--- config.mk ---
export PLATFORM = sky130hd
export DESIGN_NAME = mfc_bus_sequencer
export DESIGN_NICKNAME = d
export VERILOG_FILES = /design/src/rtl/mfc_bus_sequencer.sv
export SDC_FILE = /design/constraint.sdc
export NUM_CORES = 1
export LEC_CHECK = 0
export CORE_MARGIN = 5
export CORE_UTILIZATION = 39
export DETAILED_ROUTE_END_ITERATION = 16
export PLACE_DENSITY = 0.79
export SYNTH_ARGS = -nofsm -noshare
export SYNTH_HDL_FRONTEND = slang
export SYNTH_SLANG_ARGS = --single-unit
export TNS_END_PERCENT = 100
--- constraint.sdc ---
create_clock -name Clk -period 1.6 [get_ports Clk]
set_input_delay 0.32 -clock Clk [delete_from_list [all_inputs] [get_ports Clk]]
set_output_delay 0.32 -clock Clk [all_outputs]
set_load 0.005 [all_outputs]
--- src/rtl/mfc_bus_sequencer.sv ---
// Purpose : one load/store request at a time to RAM over the four-phase MFA/MFC handshake; dword is split into two word beats.
// Latency : accept edge T, ramMFA high from T, done one cycle after MFC drops (aligned word with MFC one cycle after MFA: done at T+4).
// Backpressure: req_ready is high only in S_IDLE; requests while busy, including the S_DONE cycle, are ignored and not queued.
//
// Ports:
//   Clk, reset (synchronous, active-high)
//   req/req_rw/req_size/req_addr/req_wdata : request side, accepted when req && req_ready
//   req_ready, done, err, rdata            : status and read data back to the control unit
//   ramMFA/ramRW/ramAddress/ramDataSize/ramDataOut/ramDataIn/ramMFC : RAM handshake side
//
// Optional feature: define BUS_TIMEOUT_EN to abort an S_WAIT that lasts TIMEOUT cycles
// without ramMFC (err=1, any remaining dword beat skipped). Without it, S_WAIT waits forever.

module mfc_bus_sequencer #(
    parameter int ADDR_W  = 9,
    parameter int DATA_W  = 32,
    parameter int TIMEOUT = 15
) (
    input  logic                Clk,
    input  logic                reset,
    input  logic                req,
    input  logic                req_rw,
    input  logic [1:0]          req_size,
    input  logic [ADDR_W-1:0]   req_addr,
    input  logic [2*DATA_W-1:0] req_wdata,
    output logic                req_ready,
    output logic                done,
    output logic                err,
    output logic [2*DATA_W-1:0] rdata,
    output logic                ramMFA,
    output logic                ramRW,
    output logic [ADDR_W-1:0]   ramAddress,
    output logic [1:0]          ramDataSize,
    output logic [DATA_W-1:0]   ramDataOut,
    input  logic [DATA_W-1:0]   ramDataIn,
    input  logic                ramMFC
);

    typedef enum logic [1:0] {
        S_IDLE = 2'd0,
        S_WAIT = 2'd1,
        S_REL  = 2'd2,
        S_DONE = 2'd3
    } state_t;

    localparam logic [1:0] SZ_BYTE  = 2'b00;
    localparam logic [1:0] SZ_HALF  = 2'b01;
    localparam logic [1:0] SZ_WORD  = 2'b10;
    localparam logic [1:0] SZ_DWORD = 2'b11;

    state_t              state;
    state_t              stateNext;
    logic                accept;
    logic                capture;
    logic                nextBeat;
    logic                timeoutHit;
    logic                misaligned;
    logic                beat;
    logic                errQ;
    logic [1:0]          sizeQ;
    logic [DATA_W-1:0]   wdataHiQ;

    // Alignment is judged on the raw request so a bad access never enters S_WAIT.
    always_comb begin
        misaligned = 1'b0;
        case (req_size)
            SZ_HALF:  misaligned = req_addr[0];
            SZ_WORD:  misaligned = |req_addr[1:0];
            SZ_DWORD: misaligned = |req_addr[2:0];
            default:  misaligned = 1'b0;
        endcase
    end

`ifdef BUS_TIMEOUT_EN
    localparam int TimerW = $clog2(TIMEOUT + 1);
    logic [TimerW-1:0] timer;
    logic              timerExpired;

    assign timerExpired = (timer == TimerW'(TIMEOUT - 1));

    // Counts completed S_WAIT cycles; restarts on every entry to S_WAIT.
    always_ff @(posedge Clk) begin
        if (reset) begin
            timer <= '0;
        end else if (accept || nextBeat) begin
            timer <= '0;
        end else if (state == S_WAIT) begin
            timer <= timer + 1'b1;
        end
    end
`else
    logic timerExpired;
    assign timerExpired = 1'b0;
`endif

    always_comb begin
        stateNext  = state;
        accept     = 1'b0;
        capture    = 1'b0;
        nextBeat   = 1'b0;
        timeoutHit = 1'b0;
        case (state)
            S_IDLE: begin
                if (req) begin
                    accept    = 1'b1;
                    stateNext = misaligned ? S_DONE : S_WAIT;
                end
            end
            S_WAIT: begin
                // MFC already high on entry counts as completion.
                if (ramMFC) begin
                    capture   = 1'b1;
                    stateNext = S_REL;
                end else if (timerExpired) begin
                    timeoutHit = 1'b1;
                    stateNext  = S_DONE;
                end
            end
            S_REL: begin
                // Hold off until MFC falls so MFA is never raised against a high MFC.
                if (!ramMFC) begin
                    if ((sizeQ == SZ_DWORD) && !beat) begin
                        nextBeat  = 1'b1;
                        stateNext = S_WAIT;
                    end else begin
                        stateNext = S_DONE;
                    end
                end
            end
            S_DONE:  stateNext = S_IDLE;
            default: stateNext = S_IDLE;
        endcase
    end

    always_ff @(posedge Clk) begin
        if (reset) begin
            state       <= S_IDLE;
            beat        <= 1'b0;
            errQ        <= 1'b0;
            sizeQ       <= SZ_BYTE;
            wdataHiQ    <= '0;
            rdata       <= '0;
            ramRW       <= 1'b1;
            ramAddress  <= '0;
            ramDataSize <= SZ_BYTE;
            ramDataOut  <= '0;
        end else begin
            state <= stateNext;

            if (accept) begin
                beat        <= 1'b0;
                errQ        <= misaligned;
                sizeQ       <= req_size;
                wdataHiQ    <= req_wdata[2*DATA_W-1:DATA_W];
                rdata       <= '0;
                ramRW       <= req_rw;
                ramAddress  <= req_addr;
                ramDataSize <= (req_size == SZ_DWORD) ? SZ_WORD : req_size;
                ramDataOut  <= req_wdata[DATA_W-1:0];
            end

            // rdata was cleared at accept, so narrow reads land zero-extended.
            if (capture && ramRW) begin
                case (sizeQ)
                    SZ_BYTE:  rdata[DATA_W-1:0] <= DATA_W'(ramDataIn[7:0]);
                    SZ_HALF:  rdata[DATA_W-1:0] <= DATA_W'(ramDataIn[15:0]);
                    SZ_WORD:  rdata[DATA_W-1:0] <= ramDataIn;
                    default: begin
                        if (beat) begin
                            rdata[2*DATA_W-1:DATA_W] <= ramDataIn;
                        end else begin
                            rdata[DATA_W-1:0] <= ramDataIn;
                        end
                    end
                endcase
            end

            // Second dword beat: next word address, wrapping within the address space.
            if (nextBeat) begin
                beat       <= 1'b1;
                ramAddress <= ramAddress + ADDR_W'(DATA_W / 8);
                ramDataOut <= wdataHiQ;
            end

            if (timeoutHit) begin
                errQ <= 1'b1;
            end
        end
    end

    assign req_ready = (state == S_IDLE);
    assign done      = (state == S_DONE);
    assign err       = (state == S_DONE) && errQ;
    assign ramMFA    = (state == S_WAIT);

endmodule
; ---- After elaboration in Yosys (flattened, before gate mapping)
; Index checks and enable logic that the tools add are counted.
[op_classes]
n_addsub = 1
n_mul = 0
div = 0
n_lt_le_gt_ge = 0
n_eq_ne = 12
shifts = 0
muxes = 27
bitwise = 0
reduce_logical = 11
[ops]
columns = operator, n
row1 = two-way mux 32 bit, 5
row2 = two-way mux 64 bit, 2
row3 = one-hot mux 32 bit (3 select lines), 1
row4 = two-way mux 9 bit, 2
row5 = "== test 2 bit, second input constant", 6
row6 = two-way mux 2 bit, 6
row7 = "adder 9 x 3 -> 9 bit, second input constant", 1
row8 = two-way mux 1 bit, 9
row9 = one-hot mux 2 bit (4 select lines), 1
row10 = "== test 2 x 1 -> 1 bit, second input constant", 3
row11 = OR reduction 3 bit, 2
row12 = logical NOT 2 bit, 2
row13 = "inequality test 2 bit, second input constant", 2
row14 = logical AND 1 bit, 3
row15 = one-hot mux 1 bit (3 select lines), 1
row16 = AND reduction 3 bit, 1
row17 = "inequality test 2 x 1 -> 1 bit, second input constant", 1
row18 = nonzero test 2 bit, 1
row19 = OR reduction 2 bit, 1
row20 = logical NOT 1 bit, 1
[word_totals]
regBits = 146
latch_bits = 0
ram_bits = 0
mem_bits_ro = 0
in_bits = 112
out_inout_bits = 112
mem_count = 0

; ---- Longest topological paths before layout
; Gate-level depths: netlist of run 1.
[logic_depth]
depth_word = 6
ltp_mapped = 6
ltp_nobuf = 5

; ---- Least setup slack after synthesis of run 1
; Ideal clock, no wire load.
[synth_timing]
path_kind = reg-to-reg
from = register state[0]
to = register ramAddress[5]
setup_time_ns = 0.070
arrival_time_ns = 1.440
path_slack_ns = 0.090
path_stages_with_launch = 6
path_cell_list = dfxtp_1 buf_2 nand2b_1 nor3_1 mux2_2 a21oi_1
[synth_via]
elab_chain_cells = 3
elab_cells_between_ends = 6
classes_between = 1 x eq/ne / 3 x mux / 2 x reduce/logical
[synth_rtl]
columns = item, line
row1 = from (decl), 51  ; state_t state;
row2 = from (signal assigned), 148  ; state <= stateNext;
row3 = == test 2 bit or logical NOT 2 bit (tied branches), 102  ; case (state)
row4 = two-way mux 1 bit, 102
row5 = two-way mux 9 bit or nonzero test 2 bit (tied branches), --
row6 = to (signal assigned), 157  ; ramAddress <= req_addr;
row7 = to (signal assigned), 181  ; ramAddress <= ramAddress + ADDR_W'(DATA_W / 8);
row8 = to (decl), 32  ; output logic [ADDR_W-1:0] ramAddress,
; Several ways; a longest one is shown, not always the timed one.
; A chain may end at the register's enable or synchronous reset.

; ---- Worst setup path in the final report of run 1
[layout_timing]
from = register rdata[5]
to = output port rdata[5]
[layout_rtl]
columns = item, line
row1 = from (decl), 29  ; output logic [2*DATA_W-1:0] rdata,
row2 = "from (signal, indexed assignment)", 165  ; SZ_BYTE: rdata[DATA_W-1:0] <= DATA_W'(ramDataIn[7:0]);
row3 = "from (signal, indexed assignment)", 166  ; SZ_HALF: rdata[DATA_W-1:0] <= DATA_W'(ramDataIn[15:0]);
row4 = "from (signal, indexed assignment)", 167  ; SZ_WORD: rdata[DATA_W-1:0] <= ramDataIn;
; No word-level cell between the ends.

==> results of run 1 <==
[cells by family (layout without fill, tap and decap cells)]
kind of cell | after synthesis | count (layout) | share of synthesized area, %
and+or+nand+nor | 216 | 216 | 16.6
buffers and inverters | 58 | 300 | 4.52
muxes | 2 | 2 | 0.386
adders and majority gates | 1 | 1 | 0.227
DFF | 146 | 146 | 53.0
AOI/OAI and AO/OA | 223 | 223 | 25.2
[cells in the final DEF, fill, tap and decap left out, drive strengths merged, types with 3 or more instances in the layout]
master,count
bufinv,4
a22oi,65
clkdlybuf4s50,112
dlygate4sd2,77
o21ai,4
nand3,3
dfxtp,146
o211ai,32
clkbuf,26
dlymetal6s2s,30
nor2,36
nand2,155
a31oi,3
buf,44
a21oi,113
clkinv,3
[through the flow]
| step | TNS, ns | util [%] | instance area [um^2] |
|---|---|---|---|
| 5_1_grt | -0.0782 | 64.0 | 8880 |
| 3_3_place_gp | -35.95 | 58.9 | 8170 |
| 3_5_place_dp | -39.01 | 58.9 | 8170 |
| 4_1_cts | 0 | 63.1 | 8760 |
| 2_1_floorplan | 0 | - | 5510 |
| 6_report | 0 | 64.0 | 8880 |
[timing repair]
action / CTS / global route
endpoints found under the hold margin: 0 / 0
pin swaps: 0 / 6
setup endpoints to repair: 85 / 89
buffers inserted: 2 / 2
gates resized for setup: 91 / 48
[power by group]
group          switching, uW  leakage, uW  internal (uW)
logic                    657      0.00250            716
registers                106      0.00119           3830
clock network           1490     0.000322           2860
[flip-flops by register name, indices dropped and copies added, names as in the netlist]
register,flops
ramRW,1
wdataHiQ,32
sizeQ,2
ramDataOut,32
errQ,1
ramDataSize,2
rdata,64
ramAddress,9
state,2
beat,1
[cell type report]
type                    instances  area [um^2]
flip-flops and latches        146         2940
repair buffers                266         2680
clock inverters                 8          146
fillers                      1231         5000
well taps                     180          225
inverters                       2         7.51
clock buffers                  24          512
multi-input cells             442         2360
[per-layer routing]
metal | vias up | track usage, % | wire length, um
met4 | 0 | 8.03 | 376
met2 | 170 | 32.7 | 8420
met3 | 31 | 7.76 | 1480
li1 | 2727 | - | -
met1 | 2565 | 23.7 | 7110
met5 | - | 0 | 0
[worst register-to-register path: stages (launching register included)]
cell and delay (ns):
sky130_fd_sc_hd__dfxtp_4 0.36, sky130_fd_sc_hd__buf_4 0.16, sky130_fd_sc_hd__nor3b_4 0.26, sky130_fd_sc_hd__buf_4 0.19
sky130_fd_sc_hd__buf_12 0.21, sky130_fd_sc_hd__a22oi_1 0.15, sky130_fd_sc_hd__a21oi_1 0.15
[worst min path at each step]
stage                        from            end  depth (start not counted)
floorplan                    errQ           errQ                          2
global route                reset   wdataHiQ[13]                          2
finish                      reset    wdataHiQ[1]                          2
global placement    ramAddress[1]  ramAddress[1]                          2
detailed placement  ramDataOut[2]  ramDataOut[2]                          2
CTS                         reset    wdataHiQ[1]                          2
==> qor.csv, run 1 <==
metric,value,unit
outcome,"complete, no violations",
critical path's slowest cell,sky130_fd_sc_hd__clkdlybuf4s50_1,
Max stage delay on crit path,0.49,ns
area share of the leading cell type in the synthesized netlist,53.0,%
Final Critical Period,1.56,ns
R2R setup slack,0.06,ns
Yosys reg bits,146,
post-route non-filler standard cell count,1068,
synthesized net count,759,
DIE HEIGHT,129,um
Hold WC Path Type,in -> reg,
measured slew at the worst slew-check pin,0.285,ns
sum of net half-perimeters after detailed placement,12000,um
Setup CP Type,reg -> out,
first-pass GRT wire length,26600,um
dominant cells by area after synthesis,"sky130_fd_sc_hd__dfxtp_1 (53%), sky130_fd_sc_hd__nand2_1 (11%), sky130_fd_sc_hd__a21oi_1 (10%)",
Required @ worst endpoint,1.28,ns
unrepaired setup endpoints after global routing,yes,
signal arrival time at the worst endpoint,1.24,ns
final net count,988,
main flop type after synthesis,sky130_fd_sc_hd__dfxtp_1,
vias in the first global route,5262,
count of flip-flops with a built-in enable after synthesis,0,
cts-stage hold buffer count,0,
Critical R2R Capture,ramDataOut[4],
top post-synthesis cells by count,"sky130_fd_sc_hd__nand2_1 (155), sky130_fd_sc_hd__dfxtp_1 (146), sky130_fd_sc_hd__a21oi_1 (111)",
initial cell density of the core,39.7,%
final routed wire length divided by cell count,16.3,um
Worst Slack Setup Final,0.0444,ns
placed cells,1032,
R2R depth,6,
maximum number of pins on one net before global-route repair,52,
final clock skew,0.00616,ns
"Async S/R FF share, synth",0,%
total leakage power,0.00402,uW
clock tree from TritonCTS,done,
"Hold Violations, Final",0,
DRT Pass-1 Iters,4,
Tcrit/Tclk final,97.2,%
number of diodes,0,
global-route congestion overflow total,0,
path length in cells of the critical path,1,
Root Driver,sky130_fd_sc_hd__clkbuf_16,
max-capacitance violation count,0,
post-synthesis instance area,5510,um^2
fmax,643,MHz
worst slew slack as a fraction of its limit,80.8,%
list of cells traversed by the critical path,clkdlybuf4s50_1,
Sinks on Clock Net,146,
share of synthesized area occupied by flip-flops and latches,53.0,%
Slew Limit Fails,0,
Peak VDD IR,662,uV
total wire length,17400,um
Tot Pwr,9650,uW
final RePlAce weighted congestion,0.783,
H-tree levels,4,
Critical path origin,rdata[5],
Core Box Area,13900,um^2
Die Footprint,16600,um^2
Hold Slack,0.268,ns
IO Count,224,
clock-pin slew of the registers on the worst-case setup and hold paths,0.06,ns
power density over the cells,1090,nW/um^2
number of unique standard cell types used by synthesis,43,
vias after detailed routing,5493,
beginning of the worst register-to-register path,state[1],
layout cell share with drive strength beyond 1,11.6,%
total global routing track utilization,20.0,%
library cell with the largest summed area after synthesis,sky130_fd_sc_hd__dfxtp_1,
drt initial violations,253,
Setup Viol. Count Final,0,
Avg Vias per Cell,5.14,
buffers added on ports,223,
most common cell in the synthesized netlist,sky130_fd_sc_hd__nand2_1,
clk_lat worst skew,0.42,ns
remaining antenna violation count after routing,0,
Chip Width,129,um
category of the worst setup path capture point,output port,
Yosys warning count,0,
Max Root-Sink Buffers,2,
"Buf+Inv Stages, Crit Path",1,
number of core rows,43,
minimum setup slack after placement,-0.381,ns
"Avg Cell Area, Syn",8.53,um^2
crit start category,register,
antenna violations before repair,0,
number of buffers added by the clock tree synthesis step,17,
CP top delay family,buffers and inverters,
maximum fanout count along the critical path,2,
number of instances in the synthesized netlist,646,
area grow syn2layout,61.1,%
CP Capture Point,rdata[5],
post-route DRC violation count,0,
(Power assumes the default switching activity.)
==> run 2, diff against run 1 <==
Settings changed: HOLD_SLACK_MARGIN set to 0.03.
==> results of run 2 <==
No change in the layout: final DEF, timing and power equal those of run 1.
